==> config.mk <==
export PLATFORM = sky130hd
export DESIGN_NAME = music_note_rx_flat
export DESIGN_NICKNAME = d
export VERILOG_FILES = /design/src/rtl/music_proto_pkg.sv /design/src/rtl/music_note_rx_if.sv /design/src/rtl/music_uart_rx.sv /design/src/rtl/music_note_rx.sv /design/src/flat_wrapper.sv
export SDC_FILE = /design/constraint.sdc
export NUM_CORES = 1
export LEC_CHECK = 0
export ABC_AREA = 1
export CAP_MARGIN = 20
export CORE_ASPECT_RATIO = 1.25
export CORE_MARGIN = 2
export CORE_UTILIZATION = 35
export DETAILED_ROUTE_END_ITERATION = 6
export GPL_TIMING_DRIVEN = 0
export SLEW_MARGIN = 20
export SYNTH_ARGS = -nofsm -noshare
export SYNTH_HDL_FRONTEND = slang
export SYNTH_SLANG_ARGS = --single-unit
==> constraint.sdc <==
create_clock -name clk -period 5.62 [get_ports clk]
set_input_delay 0.843 -clock clk [delete_from_list [all_inputs] [get_ports clk]]
set_output_delay 0.843 -clock clk [all_outputs]
set_load 0.005 [all_outputs]
==> src/rtl/music_proto_pkg.sv <==
// Tile/note link protocol constants and helpers, shared by the receive and transmit sides.
package music_proto_pkg;

  localparam logic [7:0] TILE_BASE   = 8'h41;
  localparam logic [7:0] TILE_LAST   = 8'h50;
  localparam logic [7:0] DUR_HALF_CH = 8'h32;
  localparam logic [7:0] DUR_FULL_CH = 8'h34;
  localparam logic [7:0] CH_LF       = 8'h0A;
  localparam logic [7:0] CH_CR       = 8'h0D;
  localparam logic [7:0] CH_SP       = 8'h20;

  localparam logic [2:0] DUR_HALF = 3'b010;
  localparam logic [2:0] DUR_FULL = 3'b100;

  localparam int NOTE_W        = 7;
  localparam int NOTE_TILE_MSB = 6;
  localparam int NOTE_TILE_LSB = 3;
  localparam int NOTE_DUR_MSB  = 2;
  localparam int NOTE_DUR_LSB  = 0;

  typedef logic [NOTE_W-1:0] note_t;

  typedef enum logic [1:0] {
    U_IDLE  = 2'd0,
    U_START = 2'd1,
    U_DATA  = 2'd2,
    U_STOP  = 2'd3
  } uart_state_e;

  typedef enum logic {
    P_TILE = 1'b0,
    P_DUR  = 1'b1
  } parse_state_e;

  function automatic logic is_tile_ch(input logic [7:0] b);
    return (b >= TILE_BASE) && (b <= TILE_LAST);
  endfunction

  function automatic logic is_blank_ch(input logic [7:0] b);
    return (b == CH_LF) || (b == CH_CR) || (b == CH_SP);
  endfunction

  function automatic logic [3:0] tile_of(input logic [7:0] b);
    logic [7:0] d;
    d = b - TILE_BASE;
    return d[3:0];
  endfunction

  function automatic note_t make_note(input logic [3:0] tile, input logic [2:0] dur);
    return {tile, dur};
  endfunction

endpackage

==> src/rtl/music_note_rx_if.sv <==
// Serial-in / note-out bundle between the link receiver and the tile scheduler.
interface music_note_rx_if #(
  parameter int FIFO_DEPTH = 8,
  parameter int CNT_W      = 7
);
  localparam int LVL_W = $clog2(FIFO_DEPTH) + 1;

  logic             rx;
  logic             clear;
  logic             note_ready;
  logic             note_valid;
  logic [3:0]       note_tile;
  logic [2:0]       note_dur;
  logic [LVL_W-1:0] fifo_level;
  logic [CNT_W-1:0] note_count;
  logic             frame_err;
  logic             sync_err;
  logic             overflow;

  modport master (
    output rx, clear, note_ready,
    input  note_valid, note_tile, note_dur, fifo_level, note_count,
           frame_err, sync_err, overflow
  );

  modport slave (
    input  rx, clear, note_ready,
    output note_valid, note_tile, note_dur, fifo_level, note_count,
           frame_err, sync_err, overflow
  );
endinterface

==> src/rtl/music_uart_rx.sv <==
// 8N1 UART receive engine: two-flop synchroniser, start-bit glitch filter,
// mid-bit sampling and one-cycle byte / frame-error strobes.
module music_uart_rx
  import music_proto_pkg::*;
#(
  parameter int CLKS_PER_BIT = 5208
) (
  input  logic       clk,
  input  logic       rst,
  input  logic       i_rx,
  output logic [7:0] o_byte,
  output logic       o_byte_valid,
  output logic       o_frame_err
);

  localparam int            CW      = $clog2(CLKS_PER_BIT);
  localparam logic [CW-1:0] FULL_M1 = CW'(CLKS_PER_BIT - 1);
  localparam logic [CW-1:0] HALF_M1 = CW'(CLKS_PER_BIT / 2 - 1);

  logic          r_sync_1;
  logic          r_sync_2;
  logic          r_rx_d;
  logic          w_rx;
  uart_state_e   r_state;
  uart_state_e   w_state_n;
  logic [CW-1:0] r_cnt;
  logic [CW-1:0] w_cnt_n;
  logic [2:0]    r_bit;
  logic [2:0]    w_bit_n;
  logic [7:0]    r_shift;
  logic [7:0]    w_shift_n;
  logic [7:0]    r_byte;
  logic [7:0]    w_byte_n;
  logic          r_byte_valid;
  logic          w_byte_valid_n;
  logic          r_frame_err;
  logic          w_frame_err_n;

  assign w_rx         = r_sync_2;
  assign o_byte       = r_byte;
  assign o_byte_valid = r_byte_valid;
  assign o_frame_err  = r_frame_err;

  // Synchronise rx and keep the previous sample for falling-edge detection
  always_ff @(posedge clk or posedge rst) begin
    if (rst) begin
      r_sync_1 <= 1'b1;
      r_sync_2 <= 1'b1;
      r_rx_d   <= 1'b1;
    end else begin
      r_sync_1 <= i_rx;
      r_sync_2 <= r_sync_1;
      r_rx_d   <= w_rx;
    end
  end

  // Bit-engine state and datapath registers
  always_ff @(posedge clk or posedge rst) begin
    if (rst) begin
      r_state      <= U_IDLE;
      r_cnt        <= {CW{1'b0}};
      r_bit        <= 3'd0;
      r_shift      <= 8'h00;
      r_byte       <= 8'h00;
      r_byte_valid <= 1'b0;
      r_frame_err  <= 1'b0;
    end else begin
      r_state      <= w_state_n;
      r_cnt        <= w_cnt_n;
      r_bit        <= w_bit_n;
      r_shift      <= w_shift_n;
      r_byte       <= w_byte_n;
      r_byte_valid <= w_byte_valid_n;
      r_frame_err  <= w_frame_err_n;
    end
  end

  // Next-state and strobe generation
  always_comb begin
    w_state_n      = r_state;
    w_cnt_n        = r_cnt;
    w_bit_n        = r_bit;
    w_shift_n      = r_shift;
    w_byte_n       = r_byte;
    w_byte_valid_n = 1'b0;
    w_frame_err_n  = 1'b0;
    case (r_state)
      U_IDLE: begin
        if (r_rx_d && !w_rx) begin
          w_state_n = U_START;
          w_cnt_n   = {CW{1'b0}};
        end else begin
          w_state_n = U_IDLE;
        end
      end
      U_START: begin
        if (r_cnt == HALF_M1) begin
          w_cnt_n = {CW{1'b0}};
          w_bit_n = 3'd0;
          if (!w_rx) begin
            w_state_n = U_DATA;
          end else begin
            w_state_n = U_IDLE;
          end
        end else begin
          w_cnt_n = r_cnt + CW'(1);
        end
      end
      U_DATA: begin
        if (r_cnt == FULL_M1) begin
          w_cnt_n   = {CW{1'b0}};
          w_shift_n = {w_rx, r_shift[7:1]};
          if (r_bit == 3'd7) begin
            w_state_n = U_STOP;
          end else begin
            w_bit_n = r_bit + 3'd1;
          end
        end else begin
          w_cnt_n = r_cnt + CW'(1);
        end
      end
      U_STOP: begin
        if (r_cnt == FULL_M1) begin
          w_cnt_n   = {CW{1'b0}};
          w_state_n = U_IDLE;
          if (w_rx) begin
            w_byte_n       = r_shift;
            w_byte_valid_n = 1'b1;
          end else begin
            w_frame_err_n = 1'b1;
          end
        end else begin
          w_cnt_n = r_cnt + CW'(1);
        end
      end
      default: begin
        w_state_n = U_IDLE;
        w_cnt_n   = {CW{1'b0}};
      end
    endcase
  end

endmodule

==> src/rtl/music_note_rx.sv <==
// Note-link receiver: UART bytes are parsed as tile/duration pairs and the rebuilt
// note words are queued in a first-word-fall-through FIFO for the tile scheduler.
module music_note_rx
  import music_proto_pkg::*;
#(
  parameter int CLKS_PER_BIT = 5208,
  parameter int FIFO_DEPTH   = 8,
  parameter int CNT_W        = 7
) (
  input  logic            clk,
  input  logic            rst,
  music_note_rx_if.slave  bus
);

  localparam int PTR_W = $clog2(FIFO_DEPTH);
  localparam int LVL_W = PTR_W + 1;

  logic [7:0]       w_byte;
  logic             w_byte_valid;
  logic             w_frame_err;

  parse_state_e     r_pstate;
  parse_state_e     w_pstate_n;
  logic [3:0]       r_tile;
  logic [3:0]       w_tile_n;
  logic             r_push;
  logic             w_push_n;
  note_t            r_push_note;
  note_t            w_push_note_n;
  logic             r_sync_err;
  logic             w_sync_err_n;

  note_t            r_mem [FIFO_DEPTH];
  logic [PTR_W-1:0] r_wr_ptr;
  logic [PTR_W-1:0] r_rd_ptr;
  logic [LVL_W-1:0] r_level;
  logic [CNT_W-1:0] r_count;
  logic             r_overflow;
  logic             w_valid;
  logic             w_full;
  logic             w_pop;
  logic             w_push_ok;
  note_t            w_head;

  music_uart_rx #(
    .CLKS_PER_BIT (CLKS_PER_BIT)
  ) u_uart (
    .clk          (clk),
    .rst          (rst),
    .i_rx         (bus.rx),
    .o_byte       (w_byte),
    .o_byte_valid (w_byte_valid),
    .o_frame_err  (w_frame_err)
  );

  // Parser registers; the push is presented to the FIFO one cycle after the byte
  always_ff @(posedge clk or posedge rst) begin
    if (rst) begin
      r_pstate    <= P_TILE;
      r_tile      <= 4'd0;
      r_push      <= 1'b0;
      r_push_note <= {NOTE_W{1'b0}};
      r_sync_err  <= 1'b0;
    end else begin
      r_pstate    <= w_pstate_n;
      r_tile      <= w_tile_n;
      r_push      <= w_push_n;
      r_push_note <= w_push_note_n;
      r_sync_err  <= w_sync_err_n;
    end
  end

  // Record parser: tile letter then duration digit, with resync on a fresh letter
  always_comb begin
    w_pstate_n    = r_pstate;
    w_tile_n      = r_tile;
    w_push_n      = 1'b0;
    w_push_note_n = r_push_note;
    w_sync_err_n  = 1'b0;
    if (bus.clear) begin
      w_pstate_n = P_TILE;
    end else if (w_byte_valid) begin
      case (r_pstate)
        P_TILE: begin
          if (is_tile_ch(w_byte)) begin
            w_tile_n   = tile_of(w_byte);
            w_pstate_n = P_DUR;
          end else if (is_blank_ch(w_byte)) begin
            w_pstate_n = P_TILE;
          end else begin
            w_sync_err_n = 1'b1;
          end
        end
        P_DUR: begin
          if (w_byte == DUR_HALF_CH) begin
            w_push_n      = 1'b1;
            w_push_note_n = make_note(r_tile, DUR_HALF);
            w_pstate_n    = P_TILE;
          end else if (w_byte == DUR_FULL_CH) begin
            w_push_n      = 1'b1;
            w_push_note_n = make_note(r_tile, DUR_FULL);
            w_pstate_n    = P_TILE;
          end else if (is_tile_ch(w_byte)) begin
            w_sync_err_n = 1'b1;
            w_tile_n     = tile_of(w_byte);
            w_pstate_n   = P_DUR;
          end else begin
            w_sync_err_n = 1'b1;
            w_pstate_n   = P_TILE;
          end
        end
        default: w_pstate_n = P_TILE;
      endcase
    end else if (w_frame_err) begin
      w_pstate_n = P_TILE;
    end else begin
      w_pstate_n = r_pstate;
    end
  end

  assign w_valid   = (r_level != {LVL_W{1'b0}});
  assign w_full    = (r_level == LVL_W'(FIFO_DEPTH));
  assign w_pop     = w_valid && bus.note_ready;
  assign w_push_ok = r_push && (!w_full || w_pop);
  assign w_head    = r_mem[r_rd_ptr];

  // Note FIFO; a full FIFO still accepts a push when the head leaves in the same cycle
  always_ff @(posedge clk or posedge rst) begin
    if (rst) begin
      for (int i = 0; i < FIFO_DEPTH; i++) begin
        r_mem[i] <= {NOTE_W{1'b0}};
      end
      r_wr_ptr   <= {PTR_W{1'b0}};
      r_rd_ptr   <= {PTR_W{1'b0}};
      r_level    <= {LVL_W{1'b0}};
      r_count    <= {CNT_W{1'b0}};
      r_overflow <= 1'b0;
    end else if (bus.clear) begin
      r_wr_ptr   <= {PTR_W{1'b0}};
      r_rd_ptr   <= {PTR_W{1'b0}};
      r_level    <= {LVL_W{1'b0}};
      r_count    <= {CNT_W{1'b0}};
      r_overflow <= 1'b0;
    end else begin
      if (w_push_ok) begin
        r_mem[r_wr_ptr] <= r_push_note;
        r_wr_ptr        <= r_wr_ptr + PTR_W'(1);
      end
      if (w_pop) begin
        r_rd_ptr <= r_rd_ptr + PTR_W'(1);
      end
      case ({w_push_ok, w_pop})
        2'b10:   r_level <= r_level + LVL_W'(1);
        2'b01:   r_level <= r_level - LVL_W'(1);
        default: r_level <= r_level;
      endcase
      if (w_push_ok && (r_count != {CNT_W{1'b1}})) begin
        r_count <= r_count + CNT_W'(1);
      end
      r_overflow <= r_push && w_full && !w_pop;
    end
  end

  assign bus.note_valid = w_valid;
  assign bus.note_tile  = w_valid ? w_head[NOTE_TILE_MSB:NOTE_TILE_LSB] : 4'd0;
  assign bus.note_dur   = w_valid ? w_head[NOTE_DUR_MSB:NOTE_DUR_LSB] : 3'd0;
  assign bus.fifo_level = r_level;
  assign bus.note_count = r_count;
  assign bus.frame_err  = w_frame_err;
  assign bus.sync_err   = r_sync_err;
  assign bus.overflow   = r_overflow;

endmodule
==> src/flat_wrapper.sv <==
// flat-port wrapper written by rule: the top's interface ports become plain ports
module music_note_rx_flat import music_proto_pkg::*;
#(
  parameter int CLKS_PER_BIT = 5208,
  parameter int FIFO_DEPTH   = 8,
  parameter int CNT_W        = 7
)
  (clk, rst, bus_rx, bus_clear, bus_note_ready, bus_note_valid, bus_note_tile, bus_note_dur, bus_fifo_level, bus_note_count, bus_frame_err, bus_sync_err, bus_overflow);
  music_note_rx_if #(.FIFO_DEPTH(FIFO_DEPTH), .CNT_W(CNT_W)) bus_i ();
  input  logic clk;
  input  logic rst;
  input wire logic [$bits(bus_i.rx)-1:0] bus_rx;
  input wire logic [$bits(bus_i.clear)-1:0] bus_clear;
  input wire logic [$bits(bus_i.note_ready)-1:0] bus_note_ready;
  output wire logic [$bits(bus_i.note_valid)-1:0] bus_note_valid;
  output wire logic [$bits(bus_i.note_tile)-1:0] bus_note_tile;
  output wire logic [$bits(bus_i.note_dur)-1:0] bus_note_dur;
  output wire logic [$bits(bus_i.fifo_level)-1:0] bus_fifo_level;
  output wire logic [$bits(bus_i.note_count)-1:0] bus_note_count;
  output wire logic [$bits(bus_i.frame_err)-1:0] bus_frame_err;
  output wire logic [$bits(bus_i.sync_err)-1:0] bus_sync_err;
  output wire logic [$bits(bus_i.overflow)-1:0] bus_overflow;
  assign bus_i.rx = bus_rx;
  assign bus_i.clear = bus_clear;
  assign bus_i.note_ready = bus_note_ready;
  assign bus_note_valid = bus_i.note_valid;
  assign bus_note_tile = bus_i.note_tile;
  assign bus_note_dur = bus_i.note_dur;
  assign bus_fifo_level = bus_i.fifo_level;
  assign bus_note_count = bus_i.note_count;
  assign bus_frame_err = bus_i.frame_err;
  assign bus_sync_err = bus_i.sync_err;
  assign bus_overflow = bus_i.overflow;
  music_note_rx #(.CLKS_PER_BIT(CLKS_PER_BIT), .FIFO_DEPTH(FIFO_DEPTH), .CNT_W(CNT_W)) u_core (.clk(clk), .rst(rst), .bus(bus_i));
endmodule
==> impl_metrics.json, run 1 <==
{
  "cts_hold_buf": 0,
  "ios": 27,
  "max_clock_freq_ghz": 0.291,
  "period_needed_ns": 3.44,
  "synth_nets": 687,
  "yosysMostFrequentCell": "nand2_1",
  "synth.area.top_cells": "dfrtp_1, nand2_1, o21ai_1",
  "holdWs_ns": 0.355,
  "clock_sinks": 118,
  "pre_cts_slack_ns": 2.59,
  "cp_num_buf_inv": 3,
  "die_area_sq_um": 17400,
  "initial_utilization_pct": 35.6,
  "leakage_nw": 3.14,
  "clk_latency_ns": 0.41,
  "synth_compound_area_share_pct": 14.9,
  "grt_overflow_total": 0,
  "synth_cells": 670,
  "n_fill_cell": 1631,
  "fin_tns_setup_ns": 0,
  "synth_xor_area_share_pct": 1.37,
  "synth.largest_area_cell": "dfrtp_1",
  "grt_pass1_vias": 4397,
  "synth_top_family_by_area": "simple AND/OR/NAND/NOR gates",
  "yosys_warnings": 0,
  "dp.cells": 912,
  "hpwl_um": 8590,
  "drv_slew": 0,
  "diodes": 0,
  "crit_slowest_cell": "clkdlybuf4s50_1",
  "cp_cell_sequence": "inv_1, clkbuf_1, o21ai_0, o22ai_1, o21ai_0, a31oi_1, clkdlybuf4s50_1",
  "finalPower_mw": 2.34,
  "skew_ns": 0.00596,
  "drc": 0,
  "vias_per_cell": 4.75,
  "rsz0062_at_grt": "false",
  "hold_viol_final": 0,
  "max_cap_violations": 0,
  "gp_congestion": 0.804,
  "finalSetupViolCount": 0,
  "cts_resized": 0,
  "worstPathRequired_ns": 4.78,
  "ys_seq_area_share_pct": 51.5,
  "dpl_cell_area_sq_um": 6290,
  "max_slew_margin_pct": 60.7,
  "path_class": "reg2out",
  "endpoint_kind": "output pin",
  "clk_pin_slew_ns": 0.06,
  "synth_edf_count": 0,
  "wl_per_cell_um": 13.0,
  "drt_iter0_markers": 304,
  "antenna_found_initial": 0,
  "synth_adder_area_share_pct": 2.62,
  "yosysUniqueCellTypes": 46,
  "core_area_sq_um": 16100,
  "grt_pass1_wl_um": 21300,
  "final_nets": 732,
  "hp-class": "reg2reg",
  "start_kind": "register",
  "crit_fanout": 10,
  "synth_top_cell_area_share_pct": 50.1,
  "grt_max_degree": 70,
  "num_vias": 4483,
  "synthMuxAreaShare_pct": 0.174,
  "root_buffer": "clkbuf_16",
  "cts_setup_buffers": 0,
  "io_buffer_count": 25,
  "die_x_um": 119,
  "finalInstanceArea_sq_um": 6970,
  "synth_area_sq_um": 5740,
  "cts-htree-levels": 4,
  "core.rowCount": 52,
  "area_delta_synth_final_pct": 21.5,
  "clk_path_buf_depth": 2,
  "track_usage_pct": 15.3,
  "die_h_um": 147,
  "ys_seq_elements": 118,
  "cp_data_arrival_time_ns": 2.59,
  "cts_tree": "built",
  "synthFlopType": "dfrtp_1",
  "setup_ws_ns": 2.18,
  "synthSimpleGateAreaFrac_pct": 22.6,
  "p_per_area_nw_per_um2": 336,
  "wirelength_um": 12300,
  "slowest_delay_ns": 0.51,
  "crit_family": "buffers and inverters",
  "ir_drop_mv": 0.227,
  "timing.final.crit_share_pct": 61.2,
  "numCtsBuffers": 17,
  "drive_above_1_share_pct": 14.1,
  "synth.avg_cell_area_sq_um": 8.57,
  "layoutNonFillerInstCount": 944,
  "tightest_slew_ns": 0.590,
  "ys_async_sr_fraction_pct": 100,
  "fin_util_pct": 43.2,
  "first_pass_iters": 5,
  "cp_common_cell": "o21ai_0",
  "antenna_left": 0,
  "netlist_top_cells_count": "nand2_1, dfrtp_1, nor2_1",
  "outcome": "completed"
}
-- worst reg2reg max path, stage by stage (launching register included) --
cell	delay (ns)
dfrtp_1	0.45
nor2_2	0.17
nand2_1	0.08
buf_4	0.18
nand3_2	0.10
inv_1	0.05
ha_1	0.28
inv_1	0.10
nor2_1	0.05
nor2_1	0.12
nand3_1	0.08
nand3_1	0.08
nand2_1	0.05
-- final cells by class --
cell class	count	area [sq um]	area share, %
timing repair buffer	26	278	3.98
clock inverter	12	224	3.21
inverter	67	262	3.75
multi-input combinational	462	2390	34.3
buffer	23	131	1.88
clock buffer	20	457	6.55
tap	216	270	3.88
sequential	118	2960	42.4
-- cell usage in the layout, fill, tap and decap left out, types with 8 or more instances in the layout --
| cell | instances |
|---|---|
| nor3_1 | 12 |
| nand2_2 | 8 |
| a21oi_1 | 8 |
| ha_1 | 12 |
| nand2_1 | 148 |
| nor2_1 | 66 |
| o21ai_0 | 55 |
| o22ai_1 | 9 |
| o21ai_2 | 10 |
| clkbuf_16 | 17 |
| o21ai_1 | 56 |
| buf_2 | 12 |
| inv_1 | 52 |
| clkdlybuf4s50_1 | 25 |
| inv_2 | 12 |
| nand3_1 | 24 |
| dfrtp_1 | 115 |
-- where the power goes --
| part | internal (mW) | total, mW | leakage (nW) | switching [mW] |
|---|---|---|---|---|
| clock network | 0.855 | 1.25 | 0.330 | 0.396 |
| logic | 0.0569 | 0.196 | 1.19 | 0.139 |
| registers | 0.875 | 0.896 | 1.62 | 0.0208 |
-- layer usage --
layer,GRT usage (%),wire [um],up-vias
li1,-,-,2306
met1,19.3,5770,2101
met2,25.2,5940,60
met3,3.61,359,16
met4,6.61,216,0
met5,0,0,-
-- sequential cells by signal (all words and copies together), names as in the netlist, named ones only --
signal and count:
u_core.r_push_note 6, u_core.u_uart.o_byte_valid 1, u_core.bus.overflow 1, u_core.bus.fifo_level 4, u_core.u_uart.r_sync_1 1, u_core.r_pstate 1
u_core.r_push 1, u_core.u_uart.r_state 1, u_core.u_uart.o_frame_err 1, u_core.bus.note_count 7, u_core.r_tile 4, u_core.u_uart.r_rx_d 1
u_core.u_uart.r_shift 8, u_core.r_wr_ptr 3, u_core.r_rd_ptr 3, u_core.u_uart.r_cnt 13, u_core.u_uart.r_sync_2 1, u_core.u_uart.r_bit 3
u_core.bus.sync_err 1, u_core.u_uart.o_byte 8, u_core.r_mem 48
-- worst paths after layout --
path                                            end  cells past startpoint  slack (ns)                      from
setup reg to reg           u_core.bus.fifo_level[3]                     12        3.71  u_core.bus.fifo_level[0]
hold / removal               u_core.u_uart.r_sync_2                      0        0.35    u_core.u_uart.r_sync_1
hold reg to reg              u_core.u_uart.r_sync_2                      0        0.35    u_core.u_uart.r_sync_1
setup / recovery                   bus_note_tile[2]                      7        2.18        u_core.r_rd_ptr[1]
max in group asynchronous           u_core.r_mem[5]                      3        4.08                       rst
min in group asynchronous    u_core.u_uart.r_cnt[8]                      2        0.84                       rst
-- logic make-up (layout without fill, tap and decap cells) --
logic type	count (synthesis)	count (layout)
fa+ha+maj	12	12
simple gates	285	285
compound gates	154	154
buf+inv	90	148
other cells	1	1
xor+xnor	9	9
flops	118	118
mux	1	1
Note: power is estimated with default switching activity, not from simulation.
==> run 2, diff against run 1 <==
==> constraint.sdc (replaced) <==
create_clock -name clk -period 2.9 [get_ports clk]
set_input_delay 0.435 -clock clk [delete_from_list [all_inputs] [get_ports clk]]
set_output_delay 0.435 -clock clk [all_outputs]
set_load 0.005 [all_outputs]
==> impl_metrics.json, run 2 (synthesis gave the netlist of run 1 again) <==
{
  "outcome": "completed",
  "clock_sinks": 118,
  "cp_data_arrival_time_ns": 2.36,
  "cts_setup_buffers": 0,
  "grt_max_degree": 34,
  "wl_per_cell_um": 13.3,
  "track_usage_pct": 15.3,
  "crit_fanout": 10,
  "holdWs_ns": 0.356,
  "layout_common_cells": "nand2_1, dfrtp_1, nor2_1",
  "area_delta_synth_final_pct": 22.7,
  "numCtsBuffers": 17,
  "fin_tns_setup_ns": 0,
  "drv_slew": 0,
  "core.rowCount": 52,
  "slowest_delay_ns": 0.54,
  "drive_above_1_share_pct": 15.3,
  "largest_reg_flops": 48,
  "grt_overflow_total": 0,
  "cts-htree-levels": 4,
  "hpwl_um": 8980,
  "path_class": "reg2out",
  "leakage_nw": 3.18,
  "ios": 27,
  "endpoint_kind": "output pin",
  "drc": 0,
  "num_vias": 4515,
  "hp-class": "reg2reg",
  "grt_pass1_wl_um": 21300,
  "hold_depth": 0,
  "skew_ns": 0.00748,
  "tightest_slew_ns": 0.577,
  "die_area_sq_um": 17400,
  "drt_iter0_markers": 341,
  "max_cap_violations": 0,
  "root_buffer": "clkbuf_16",
  "worstHoldEndpoint": "u_core.u_uart.r_sync_2",
  "clk_pin_slew_ns": 0.05,
  "wirelength_um": 12600,
  "n_fill_cell": 1639,
  "vias_per_cell": 4.77,
  "period_needed_ns": 2.79,
  "max_slew_margin_pct": 61.5,
  "r2r-end": "u_core.bus.fifo_level[3]",
  "io_buffer_count": 25,
  "crit_slowest_cell": "clkdlybuf4s50_1",
  "layoutNonFillerInstCount": 947,
  "reg2regPathDepth": 12,
  "gp_congestion": 0.806,
  "grt_pass1_vias": 4387,
  "ir_drop_mv": 0.361,
  "core_area_sq_um": 16100,
  "initial_utilization_pct": 35.6,
  "finalSetupViolCount": 0,
  "die_h_um": 147,
  "fin_util_pct": 43.6,
  "worstPathRequired_ns": 2.47,
  "cp_cell_sequence": "inv_4, buf_4, nor2_1, o22ai_1, o21ai_0, a31oi_1, clkdlybuf4s50_1",
  "antenna_left": 0,
  "final_common_cell": "nand2_1",
  "cts_tree": "built",
  "hold_viol_final": 0,
  "setup_ws_ns": 0.105,
  "r2r_slack_ns": 0.99,
  "clk_latency_ns": 0.42,
  "die_x_um": 119,
  "timing.final.crit_share_pct": 96.4,
  "p_per_area_nw_per_um2": 637,
  "largest-register": "u_core.r_mem",
  "first_pass_iters": 4,
  "dp.cells": 915,
  "final_nets": 735,
  "rsz0062_at_grt": "false",
  "max_clock_freq_ghz": 0.358,
  "antenna_found_initial": 0,
  "hold_start": "u_core.u_uart.r_sync_1",
  "clk_path_buf_depth": 2,
  "r2r_start": "u_core.bus.fifo_level[0]",
  "start_kind": "register",
  "reg_top3": "u_core.r_mem (48), u_core.u_uart.r_cnt (13)",
  "pre_cts_slack_ns": 0.266,
  "diodes": 0
}
-- run 2: cell types whose count changed in the layout (fill, tap and decap cells not counted), moves of 2 or more --
cell        delta
clkinv_4       -2
clkbuf_2       +2
buf_4          +2
clkbuf_1       -4
clkinvlp_4     +4
buf_12         +2
-- run 2: worst max-delay path by stage --
stage                  endpoint  slack, ns          startpoint
4_1_cts        bus_note_tile[1]       0.01  u_core.r_rd_ptr[1]
3_5_place_dp   bus_note_tile[1]       0.27  u_core.r_rd_ptr[1]
5_1_grt         bus_note_dur[1]     0.0004  u_core.r_rd_ptr[1]
2_1_floorplan         async pin       1.03                 rst
6_report       bus_note_tile[3]       0.11  u_core.r_rd_ptr[0]
3_3_place_gp   u_core.r_mem[38]      -0.17                 rst
-- run 2: final cells by class --
type	count	area (sq um)	area share, %
inverter	67	263	3.73
clock buffer	20	467	6.63
tap	216	270	3.84
timing repair buffer	29	348	4.94
multi-input combinational	462	2390	34.0
buffer	23	140	1.99
clock inverter	12	199	2.83
sequential	118	2960	42.0
-- run 2: power by group --
| part | internal, mW | switching (mW) | leakage (nW) | total [mW] |
|---|---|---|---|---|
| logic | 0.119 | 0.278 | 1.25 | 0.397 |
| registers | 1.70 | 0.0410 | 1.61 | 1.74 |
| clock network | 1.59 | 0.762 | 0.314 | 2.35 |
| total | 3.40 | 1.08 | 3.18 | 4.49 |
-- run 2: worst max-delay path: cells and delay by family (launching register included) --
kind | cells | cell delay [ns]
flops | 1 | 0.49
compound gates | 3 | 0.56
simple gates | 1 | 0.05
buf+inv | 3 | 0.84
-- run 2: timing repair --
item                       4_1_cts  5_1_grt
gates cloned                     0        0
gates resized for setup          5        7
setup endpoints to repair        6        6
hold buffers                     0        0
-- run 2: metrics by stage --
step	instance area, sq um	power (mW)
floorplan	5740	2.05
global placement	6260	2.15
detailed placement	6360	2.17
CTS	7030	4.54
global route	7040	4.68
finish	7040	4.49
-- run 2: routing by layer --
metal	vias up	wire length, um	global-route usage [%]
met5	-	0	0
met4	0	169	6.61
met3	11	388	4.11
met2	70	6380	25.6
met1	2120	5620	18.7
li1	2314	-	-
==> run 3, diff against run 2 <==
--- a/config.mk
+++ b/config.mk
@@ -12,6 +12,7 @@
 export CORE_UTILIZATION = 35
 export DETAILED_ROUTE_END_ITERATION = 6
 export GPL_TIMING_DRIVEN = 0
+export HOLD_SLACK_MARGIN = 0.08
 export SLEW_MARGIN = 20
 export SYNTH_ARGS = -nofsm -noshare
 export SYNTH_HDL_FRONTEND = slang
==> results of run 3 <==
Same layout as run 2: the final DEF is identical, and so are final timing and power.
